**config.mk**
```make
export PLATFORM = sky130hd
export DESIGN_NAME = serial_input
export DESIGN_NICKNAME = d
export VERILOG_FILES = /design/src/rtl/serial_input_pkg.sv /design/src/rtl/serial_sync.sv /design/src/rtl/serial_input.sv
export SDC_FILE = /design/constraint.sdc
export NUM_CORES = 1
export LEC_CHECK = 0
export BUFFER_PORTS_ARGS = -buffer_cell sky130_fd_sc_hd__buf_2
export CAP_MARGIN = 25
export CORE_ASPECT_RATIO = 1.5
export CORE_MARGIN = 5
export CORE_UTILIZATION = 45
export CTS_CLUSTER_SIZE = 28
export DETAILED_ROUTE_END_ITERATION = 12
export PLACE_DENSITY_LB_ADDON = 0.12
export SLEW_MARGIN = 40
export SYNTH_ARGS = -nofsm -noshare
export SYNTH_HDL_FRONTEND = slang
export SYNTH_SLANG_ARGS = --single-unit
```
**constraint.sdc**
```tcl
create_clock -name clk -period 2.9 [get_ports clk]
set_input_delay 0.58 -clock clk [delete_from_list [all_inputs] [get_ports clk]]
set_output_delay 0.58 -clock clk [all_outputs]
set_load 0.01 [all_outputs]
```
**src/rtl/serial_input_pkg.sv**
```systemverilog
// Shared types and helpers for the serial_input UART receiver.
package serial_input_pkg;

  localparam int DATA_W = 32;
  localparam int BYTE_W = 8;

  typedef enum logic [2:0] {
    IDLE,
    START,
    DATA,
    STOP,
    BREAK
  } state_t;

  function automatic int clocks_per_bit(input int freq, input int baud);
    return freq / baud;
  endfunction

  function automatic int half_bit(input int cpb);
    return cpb / 2;
  endfunction

endpackage

```
**src/rtl/serial_sync.sv**
```systemverilog
// Two-flop synchronizer with a selectable reset value.
module serial_sync #(
  parameter logic RESET_VALUE = 1'b1
) (
  input  logic clk,
  input  logic rst,
  input  logic d,
  output logic q
);

  logic meta;

  always_ff @(posedge clk or negedge rst) begin
    if (!rst) begin
      meta <= RESET_VALUE;
      q    <= RESET_VALUE;
    end else begin
      meta <= d;
      q    <= meta;
    end
  end

endmodule

```
**src/rtl/serial_input.sv**
```systemverilog
// 8N1 UART receiver feeding a 32-bit stb/ack stream
// through a one-entry holding register.
module serial_input
  import serial_input_pkg::*;
#(
  parameter int CLOCK_FREQUENCY = 100000000,
  parameter int BAUD_RATE       = 115200
) (
  input  logic              clk,
  input  logic              rst,
  input  logic              rx,
  output logic [DATA_W-1:0] output_rs232_rx,
  output logic              output_rs232_rx_stb,
  input  logic              output_rs232_rx_ack,
  output logic              framing_error,
  output logic              overrun
);

  localparam int CPB  = clocks_per_bit(CLOCK_FREQUENCY, BAUD_RATE);
  localparam int HALF = half_bit(CPB);
  localparam int CW   = $clog2(CPB);

  localparam logic [CW-1:0] LAST      = CW'(CPB - 1);
  localparam logic [CW-1:0] HALF_LAST = CW'(HALF - 1);

  if (CPB < 4) begin : g_bad_rate
    $error("serial_input: CLOCKS_PER_BIT must be at least 4");
  end

  state_t             state;
  logic [CW-1:0]      cnt;
  logic [2:0]         idx;
  logic [BYTE_W-1:0]  shift;
  logic [BYTE_W-1:0]  held;
  logic               rx_s;
  logic               rx_q;
  logic               at_bit;
  logic               byte_done;

  serial_sync #(.RESET_VALUE(1'b1)) u_sync (
    .clk (clk),
    .rst (rst),
    .d   (rx),
    .q   (rx_s)
  );

  assign at_bit    = (cnt == LAST);
  assign byte_done = (state == STOP) && at_bit && rx_s;

  assign output_rs232_rx = {{(DATA_W-BYTE_W){1'b0}}, held};

  always_ff @(posedge clk or negedge rst) begin
    if (!rst) begin
      state               <= IDLE;
      cnt                 <= '0;
      idx                 <= '0;
      shift               <= '0;
      held                <= '0;
      rx_q                <= 1'b1;
      output_rs232_rx_stb <= 1'b0;
      framing_error       <= 1'b0;
      overrun             <= 1'b0;
    end else begin
      rx_q          <= rx_s;
      framing_error <= 1'b0;
      overrun       <= 1'b0;

      case (state)
        IDLE: begin
          if (rx_q && !rx_s) begin
            state <= START;
            cnt   <= '0;
          end
        end
        START: begin
          if (cnt == HALF_LAST) begin
            cnt   <= '0;
            idx   <= '0;
            state <= rx_s ? IDLE : DATA;
          end else begin
            cnt <= cnt + 1'b1;
          end
        end
        DATA: begin
          if (at_bit) begin
            cnt   <= '0;
            shift <= {rx_s, shift[BYTE_W-1:1]};
            if (idx == 3'd7) state <= STOP;
            else             idx   <= idx + 3'd1;
          end else begin
            cnt <= cnt + 1'b1;
          end
        end
        STOP: begin
          if (at_bit) begin
            cnt <= '0;
            if (rx_s) begin
              state <= IDLE;
            end else begin
              framing_error <= 1'b1;
              state         <= BREAK;
            end
          end else begin
            cnt <= cnt + 1'b1;
          end
        end
        BREAK: begin
          if (rx_s) state <= IDLE;
        end
        default: state <= IDLE;
      endcase

      // A byte may load in the same cycle the held one is taken.
      if (byte_done) begin
        if (!output_rs232_rx_stb || output_rs232_rx_ack) begin
          held                <= shift;
          output_rs232_rx_stb <= 1'b1;
        end else begin
          overrun <= 1'b1;
        end
      end else if (output_rs232_rx_stb && output_rs232_rx_ack) begin
        output_rs232_rx_stb <= 1'b0;
      end
    end
  end

endmodule

```
==> out/results.ini <==
[run_status]
status = finished, final reports clean

[routing]
first_iter_violations = 41
first_pass_iters = 4
drc = 0
wire_per_inst_um = 14.5
ant_nets = 0
viasPerCell = 5.18
wl_um = 3500
vias = 1253

[placement]
port-buffer-count = 14
finalWeightedCongestion = 0.851
dpl.hpwl_um = 2630

[clock_network]
cts_resized = 0
cts_sinks = 38
holdBufCountCts = 0
insertion_delay_ns = 0.29
cts_buffers = 5
htree_levels = 2
post_cts_buffers = 0
cts_buffer_depth = 2
root_buffer = clkbuf_8
path_clk_slew_ns = 0.08
tritoncts = yes

[critical_path]
path_cells = ha_1, nand4bb_1, or4_1, o21a_1, nand2_1, o221ai_1
crit_path_max_fanout = 9
cp_slowest_stage_delay_ns = 0.62
endpoint_kind = flip-flop
critical_path_arrival_ns = 2.39
cp.required_ns = 3.05
slowest_stage = or4_1
crit_family = simple AND/OR/NAND/NOR gates
path_buf_inv = 0
crit_type = reg2reg
start_kind = flip-flop

[floorplanning]
coreArea_sq_um = 4170
ios = 39
rows = 29
die_area_sq_um = 5670
start_util = 0.457
die_w_um = 63.2
die_h_um = 89.8

[synthesis]
synth.mux.area_fraction = 0.0944
ys_types = 41
synthSimpleGateAreaFrac = 0.153
synthXorXnorAreaFrac = 0
synth_compound_area_frac = 0.0984
synth_area_per_cell_sq_um = 10.7
yosys.area_share.adder = 0.0262
synth_top_family_by_area = simple AND/OR/NAND/NOR gates
syn_area_sq_um = 1910
synthCells = 179
yosysSeqAreaShare = 0.500
async_reset_ff_frac = 1.00
yosysWarnings = 0
ys_ff_latch = 38
ys.flop_type = dfrtp_1
synth_edf_count = 0

[layout]
diodes = 0
fin_nets = 203
nFillCells = 403
layout-drive-gt1-share = 0.224
area_delta_synth_final_pct = 5.70
seqCellArea_sq_um = 955
multi_input_area_sq_um = 800

[run]
max_cap_viol_count = 0

[sta]
hold_violations = 0
slew_headroom = 0.614
rsz0062_at_grt = no
finalMaxSlewViolations = 0
fin_tns_setup_ns = 0
max_freq_mhz = 446
skew_ns = 0.00852
worst_slew_pin_slew_ns = 0.572
finalWorstPathRequiredPeriod_ns = 2.24
finalCritPeriodShare = 0.773
setup_viol = 0

[grt]
antenna_found_initial = 0
grt_max_degree = 39
grt_pass1_vias = 1307
grt.total_usage = 0.132
grt.overflow.total = 0
grt_pass1_wl_um = 6070

[power_and_ir_drop]
pwr_density_cell_nw_per_um2 = 496
total_power_mw = 1.00
power_leakage_nw = 0.975
ir_drop_mv = 0.330

[min_path]
hold_path_class = in2async

## per-stage QoR
step / instances / utilization / hold WS, ns / cell area [sq um] / worst slack, ns
final: 242 / 0.483 / 0.240 / 2020 / 0.659
after global routing: 242 / 0.483 / 0.274 / 2020 / 0.443
after CTS: 242 / 0.483 / 0.358 / 2010 / 0.637
after detailed placement: 234 / 0.460 / 0.347 / 1920 / 0.630
after global placement: 234 / 0.460 / 0.346 / 1920 / 0.657
after floorplan: 202 / - / 0.284 / 1990 / 0.864
## routing by layer
| layer | GRT usage | routed length, um | vias up |
|---|---|---|---|
| met1 | 0.139 | 1330 | 610 |
| li1 | - | - | 616 |
| met5 | 0 | 0 | - |
| met4 | 0.0655 | 65 | 0 |
| met3 | 0.0324 | 118 | 7 |
| met2 | 0.237 | 1980 | 20 |
## registers in the layout (all words and copies together), names as in the netlist, 3 cells and up
signal,count
cnt,10
held,8
idx,3
shift,8
state,3
## cell usage after synthesis, types with 3 or more instances
master	n	area, sq um
a21oi_1	5	25.0
inv_1	9	33.8
nor3_1	4	20.0
and3_1	3	18.8
buf_2	3	15.0
o21ai_0	6	30.0
nand3_1	9	45.0
nand2_1	13	48.8
nor2_1	6	22.5
dfstp_2	3	78.8
o22ai_1	3	18.8
dfrtp_1	35	876
o21ai_1	3	15.0
mux2_2	15	169
nand2b_1	3	18.8
buf_4	25	188
ha_1	4	50.1
## power breakdown
part | internal (mW) | switching (mW) | total [mW]
sequential | 0.539 | 0.00947 | 0.548
combinational | 0.0161 | 0.0525 | 0.0686
clock | 0.191 | 0.193 | 0.384
## path summary, 6_finish.rpt
path                                    endpoint  slack, ns  cells past startpoint                   from
setup / recovery              cnt[4]$_DFFE_PN0P_       0.66                      6     cnt[0]$_DFFE_PN0P_
hold / removal                idx[0]$_DFFE_PN0P_       0.24                      1                    rst
setup reg to reg              cnt[4]$_DFFE_PN0P_       0.66                      6     cnt[0]$_DFFE_PN0P_
hold reg to reg               u_sync.q$_DFF_PN1_       0.36                      0  u_sync.meta$_DFF_PN1_
max in group asynchronous  u_sync.meta$_DFF_PN1_       2.30                      1                    rst
min in group clk              u_sync.q$_DFF_PN1_       0.36                      0  u_sync.meta$_DFF_PN1_
## placed cells by master (no fill, tap or decap), types with 5 or more instances in the layout
master	netlist	final
conb_1	1	24
mux2_2	15	15
clkbuf_8	0	6
a21oi_1	5	5
nand2_1	13	13
inv_1	9	9
nand3_1	9	9
o21ai_0	6	6
nor2_1	6	6
dfrtp_1	35	35
buf_2	3	13
## area by class of cell
cell class	count	area share
inverter	10	0.0186
sequential	38	0.473
clock inverter	2	0.00620
multi-input combinational	126	0.396
clock buffer	6	0.0409
tap	46	0.0285
timing repair buffer	14	0.0360
## worst register-to-register path: cells and delay by family (launching register included)
family	cells	cell delay [ns]
compound gates	2	0.41
flops	1	0.43
simple gates	3	1.02
fa+ha+maj	1	0.24
## logic make-up after synthesis
group,Yosys count
muxes,16
buffers and inverters,38
and+or+nand+nor,53
other,1
DFF,38
AOI/OAI and AO/OA,29
adders and majority gates,4
No activity file was read; power rests on OpenSTA's default activity.
